File: src/rtl/ext_intr_collector.sv
// ext_intr_collector
//   Gathers done/event pulses from external coprocessors into sticky,
//   maskable interrupt lines for the system's external interrupt vector.
//   Firmware services the block through a zero-wait-state register-bus slave.
//
//   Register map (addr[3:2], bits >= NUM_SRC read 0 and ignore writes):
//     0x0 PENDING  RW1C  sticky captured events
//     0x4 ENABLE   RW    interrupt mask
//     0x8 MODE     RW    1 = rising-edge capture, 0 = level capture
//     0xC OVERFLOW RW1C  edge arrived while PENDING was already set
//   Any address with addr[31:4] != 0 answers error=1, rdata=0, no side effects.
//
//   Ports:
//     clk_i      system clock
//     rst_i      asynchronous active-high reset
//     src_i      raw event inputs, one bit per source
//     reg_req_i  register-bus request
//     reg_rsp_o  register-bus response (ready = valid, combinational rdata)
//     intr_o     PENDING & ENABLE
//     irq_any_o  OR-reduction of intr_o
//
//   Build option: define EXT_INTR_SYNC_EN to pass every src_i bit through a
//   2-flop synchroniser before edge detection (adds 2 cycles of latency).

package reg_pkg;
  typedef struct packed {
    logic [31:0] addr;
    logic        write;
    logic [31:0] wdata;
    logic [3:0]  wstrb;
    logic        valid;
  } reg_req_t;

  typedef struct packed {
    logic [31:0] rdata;
    logic        error;
    logic        ready;
  } reg_rsp_t;
endpackage

module ext_intr_collector #(
  parameter int unsigned NUM_SRC = 4
) (
  input  logic               clk_i,
  input  logic               rst_i,
  input  logic [NUM_SRC-1:0] src_i,
  input  reg_pkg::reg_req_t  reg_req_i,
  output reg_pkg::reg_rsp_t  reg_rsp_o,
  output logic [NUM_SRC-1:0] intr_o,
  output logic               irq_any_o
);

  typedef enum logic [1:0] {
    REG_PENDING  = 2'd0,
    REG_ENABLE   = 2'd1,
    REG_MODE     = 2'd2,
    REG_OVERFLOW = 2'd3
  } reg_sel_e;

  logic [NUM_SRC-1:0] pending_q, pending_d;
  logic [NUM_SRC-1:0] enable_q, enable_d;
  logic [NUM_SRC-1:0] mode_q, mode_d;
  logic [NUM_SRC-1:0] overflow_q, overflow_d;
  logic [NUM_SRC-1:0] src_q, src_d;
  logic [NUM_SRC-1:0] src_s;

  logic               addr_ok;
  logic               wr_en;
  reg_sel_e           sel;
  logic [31:0]        wmask;
  logic [NUM_SRC-1:0] wsel;
  logic [NUM_SRC-1:0] wbits;
  logic [NUM_SRC-1:0] rise;
  logic [NUM_SRC-1:0] cap_set;
  logic [NUM_SRC-1:0] ovf_set;
  logic [NUM_SRC-1:0] rdata_sel;
  logic               unused_bits;

`ifdef EXT_INTR_SYNC_EN
  logic [NUM_SRC-1:0] src_meta_q, src_meta_d;
  logic [NUM_SRC-1:0] src_sync_q, src_sync_d;

  always_comb begin
    src_meta_d = src_i;
    src_sync_d = src_meta_q;
    src_s      = src_sync_q;
  end

  always_ff @(posedge clk_i or posedge rst_i) begin
    if (rst_i) begin
      src_meta_q <= '0;
      src_sync_q <= '0;
    end else begin
      src_meta_q <= src_meta_d;
      src_sync_q <= src_sync_d;
    end
  end
`else
  always_comb src_s = src_i;
`endif

  // Byte offset and wdata bits above NUM_SRC carry no state.
  always_comb unused_bits = ^{reg_req_i.addr[1:0], reg_req_i.wdata};

  always_comb begin
    addr_ok = (reg_req_i.addr[31:4] == '0);
    wr_en   = reg_req_i.valid & reg_req_i.write & addr_ok;
    sel     = reg_sel_e'(reg_req_i.addr[3:2]);

    wmask = '0;
    for (int unsigned b = 0; b < 4; b++) begin
      wmask[b*8 +: 8] = {8{reg_req_i.wstrb[b]}};
    end
    wsel  = wmask[NUM_SRC-1:0];
    wbits = reg_req_i.wdata[NUM_SRC-1:0] & wsel;

    // src_q tracks in both modes, so a mode switch never sees a stale edge.
    rise    = src_s & ~src_q;
    cap_set = (mode_q & rise) | (~mode_q & src_s);
    ovf_set = mode_q & rise & pending_q;
    src_d   = src_s;

    pending_d  = pending_q;
    enable_d   = enable_q;
    mode_d     = mode_q;
    overflow_d = overflow_q;
    if (wr_en) begin
      unique case (sel)
        REG_PENDING:  pending_d  = pending_q & ~wbits;
        REG_ENABLE:   enable_d   = (enable_q & ~wsel) | wbits;
        REG_MODE:     mode_d     = (mode_q & ~wsel) | wbits;
        REG_OVERFLOW: overflow_d = overflow_q & ~wbits;
      endcase
    end
    // Capture is applied after the W1C so a same-cycle set wins.
    pending_d  = pending_d | cap_set;
    overflow_d = overflow_d | ovf_set;
  end

  always_comb begin
    unique case (sel)
      REG_PENDING:  rdata_sel = pending_q;
      REG_ENABLE:   rdata_sel = enable_q;
      REG_MODE:     rdata_sel = mode_q;
      REG_OVERFLOW: rdata_sel = overflow_q;
    endcase

    reg_rsp_o       = '0;
    reg_rsp_o.ready = reg_req_i.valid;
    if (addr_ok) begin
      reg_rsp_o.rdata[NUM_SRC-1:0] = rdata_sel;
    end else begin
      reg_rsp_o.error = reg_req_i.valid;
    end
  end

  always_ff @(posedge clk_i or posedge rst_i) begin
    if (rst_i) begin
      pending_q  <= '0;
      enable_q   <= '0;
      mode_q     <= '1;
      overflow_q <= '0;
      src_q      <= '0;
    end else begin
      pending_q  <= pending_d;
      enable_q   <= enable_d;
      mode_q     <= mode_d;
      overflow_q <= overflow_d;
      src_q      <= src_d;
    end
  end

  always_comb begin
    intr_o    = pending_q & enable_q;
    irq_any_o = |intr_o;
  end

endmodule

File: config.mk
export PLATFORM = sky130hd
export DESIGN_NAME = ext_intr_collector
export DESIGN_NICKNAME = d
export VERILOG_FILES = /design/src/rtl/ext_intr_collector.sv
export SDC_FILE = /design/constraint.sdc
export NUM_CORES = 1
export LEC_CHECK = 0
export BUFFER_PORTS_ARGS = -buffer_cell sky130_fd_sc_hd__buf_2
export CORE_MARGIN = 2
export CORE_UTILIZATION = 40
export DETAILED_ROUTE_END_ITERATION = 8
export PLACE_DENSITY = 0.91
export SYNTH_ARGS = -nofsm -noshare
export SYNTH_HDL_FRONTEND = slang
export SYNTH_SLANG_ARGS = --single-unit
File: constraint.sdc
create_clock -name clk_i -period 2.6 [get_ports clk_i]
set_input_delay 0.39 -clock clk_i [delete_from_list [all_inputs] [get_ports clk_i]]
set_output_delay 0.39 -clock clk_i [all_outputs]
set_load 0.02 [all_outputs]
* Yosys cells after proc, flatten, opt, wreduce, memory -nomap -nowiden
Index checks and enable logic that the tools add are counted.
** Operators by class
- Equality and inequality tests :: 3
- Muxes and demuxes :: 7
- Bitwise logic cells :: 21
- Reduce and logical (&&, ||, !) cells :: 5
** Operator list (number)
- $and A4 B4 Y4 :: 10
- $logic_not A28 Y1 :: 1
- $mux W4 :: 5
- $or A4 B4 Y4 :: 5
- $not A4 Y4 :: 4
- $pmux W4 S4 :: 1
- $eq A2 B2 Y1 const B :: 2
- $reduce_and A2 Y1 :: 2
- $reduce_or A4 Y1 :: 1
- $and A1 B1 Y1 :: 2
- $eq A2 B1 Y1 const B :: 1
- $logic_not A2 Y1 :: 1
- $mux W1 :: 1
** Word-level totals
- Bits in registers :: 20
- Input port bits :: 76
- Output and inout bits :: 39
- Logic and storage cells :: 41

* Depth between registers and ports, before layout
- Word-level depth :: 6
- Mapped depth :: 5
- Depth with buffers taken out :: 4

* Worst setup path before layout
OpenSTA, ideal clock, no wires.
- Kind :: input-to-output
- Start point :: in reg_req_i[52] (netlist name)
- End point :: out reg_rsp_o[2] (netlist name)
- Data arrival time :: 1516 ps
- Required time :: 2210 ps
- Setup slack :: 694 ps
- Stages :: 4
- Buffers on the path :: 0
- Path through :: nor4_1 nand4_1 nor2_1 and2_1
** RTL lines
- start, declared :: line 47 : input reg_pkg::reg_req_t reg_req_i,
- end, declared :: line 48 : output reg_pkg::reg_rsp_t reg_rsp_o,

==> results_dict.tcl <==
set metrics [dict create \
    synth_cell_type_count 21 \
    drt-pass1-iter-count 4 \
    cts.clk_slew.worst_paths_ns 0.11 \
    dieArea_mm2 0.003705 \
    end_kind "output pin" \
    cts_max_level 1 \
    worstSkewPairLatency_ns 0.30 \
    cts_resized 0 \
    drc 0 \
    area_growth_pct 20.31 \
    yosys-top-cells-area "dfrtp_1 (31%), buf_4 (17%), dfstp_2 (8.1%)" \
    final_common_cell "buf_2" \
    setup_viol 0 \
    die_y_um 60.87 \
    fin_crit_sh 0.7926 \
    synth-edff-count 0 \
    grt_pass1_vias 932 \
    dp.final_hpwl_um 2358 \
    cap_violations 0 \
    diodes 0 \
    port-buffer-count 53 \
    hold_violations 0 \
    track_usage 0.1544 \
    grt_pass1_wl_um 4105 \
    rows 20 \
    post_route_cells_drive_above_1_share 0.4341 \
    netlist_area_mm2 0.001294 \
    rsz0062_at_grt "no" \
    fin_nets 259 \
    maxSlewViolCount 0 \
    critPathArrivalTime_ns 1.67 \
    vias 1079 \
    fmax_mhz 485.2 \
    clkSinkCount 20 \
    grt_antenna_before_repair 0 \
    slew_headroom 0.5077 \
    skew_ns 0.001735 \
    io_pins 115 \
    wirelength_um 2840 \
    clock_path_buffers 2 \
    synth_seq_area_share 0.3907 \
    place.gp.congestion 0.8471 \
    synthFlopType "dfrtp_1" \
    dp_slack_ns 0.4730 \
    critPathKind "primary input to output pin" \
    p_leak_nw 0.8019 \
    ant_nets 0 \
    start_kind "primary input" \
    synth_warnings 0 \
    regArea_um2 505.5 \
    status "finished, final reports clean" \
    tns_ns 0 \
    worst_slew_pin_slew_ns 0.7377 \
    via_per_inst 4.774 \
    yosys.area.top_type "dfrtp_1" \
    cts_tree "built" \
    dpl_cell_area_mm2 0.001520 \
    dr.first_iter.drc_count 31 \
    ys_async_sr_fraction 1.000 \
    die_width_um 60.87 \
    grt_max_degree 21 \
    r2r_cells 3 \
    cts_setup_buffers 0 \
    postLayoutCellArea_mm2 0.001556 \
    syn_inst 125 \
    fillCellCount 281 \
    hold_path.class "primary input to asynchronous set/reset pin" \
    overflow 0 \
    yosys_register_bits 20 \
    start_util 0.4238 \
    min_period_ns 2.061 \
    multi_input_area_um2 656.9 \
    synth_top_cell_area_share 0.3095 \
    wl_per_cell_um 12.57 \
    core_mm2 0.003053 \
    cp_max_fo 5 \
    power_density_mw_per_mm2 382.5 \
    worst_slack_ns 0.5391 \
    vdd_drop_max_mv 0.2309 \
    required_ns 2.21 \
    cts-root-buf "clkbuf_4" \
    avgSynthCellArea_um2 10.35 \
    cts_buffers 3 \
    hold_buffers 0 \
    most-common-layout-cells "buf_2 (53), conb_1 (28), dfrtp_1 (16)" \
]
==> synth_stat cells (5+ instances only) <==
library cell and instances:
nor4_1 8, a21oi_1 8, dfrtp_1 16, mux2_2 8
nor2_1 5, nor2b_1 5, buf_4 29, and2_1 9
and4b_1 5, nand2_1 9
==> power breakdown <==
part,total [W],leakage (nW),internal (W),switching [W]
clock network,0.000179,0.0210,0.0000856,0.0000933
registers,0.000316,0.235,0.000314,0.00000135
logic,0.000101,0.546,0.0000337,0.0000671
total,0.000595,0.802,0.000434,0.000162
==> cell type report <==
type | instances | area share
inverter | 2 | 0.004823
sequential | 20 | 0.3248
clock buffer | 4 | 0.02331
timing repair buffer | 57 | 0.1897
tap | 44 | 0.03537
multi-input combinational | 99 | 0.4220
==> worst max-delay path: stages <==
cell	delay, ns
buf_2	0.10
nor4_1	0.27
nand3_1	0.25
nor2_1	0.21
buf_4	0.16
and2_1	0.13
buf_2	0.16
==> stage by stage <==
stage / instances / hold slack [ns] / total power (W) / utilization
floorplan: 152 / 0.3509 / 0.0004147 / -
global placement: 222 / 0.5067 / 0.0004202 / 0.4980
detailed placement: 222 / 0.5180 / 0.0004220 / 0.4980
CTS: 226 / 0.2069 / 0.0006050 / 0.5098
global route: 226 / 0.2019 / 0.0006338 / 0.5098
finish: 226 / 0.1985 / 0.0005954 / 0.5098
==> per-layer routing <==
metal,part of all wire,vias to the layer above,GRT usage
met5,0,-,0
met4,0.012,0,0.05590
met3,0.13,4,0.02559
met2,0.49,79,0.2673
met1,0.37,487,0.1943
li1,-,509,-
==> cell families (layout without fill, tap and decap cells) <==
kind of cell,after synthesis,in the layout,synth area share
simple gates,47,47,0.2292
buf+inv,33,63,0.1799
flops,20,20,0.3907
compound gates,12,12,0.05803
mux,12,12,0.1393
other cells,1,28,0.002899
==> final timing paths <==
path                                    start       endpoint  slack, ns
worst min register to register           flop           flop       0.54
worst min-delay path                    rst_i  overflow_q[3]       0.20
min in group clk_i                   src_i[0]       src_q[0]       0.22
worst max register to register           flop  overflow_q[2]       1.54
worst max-delay path            reg_req_i[58]   reg_rsp_o[5]       0.54
max in group asynchronous               rst_i   pending_q[2]       1.94
(Power assumes the default switching activity.)
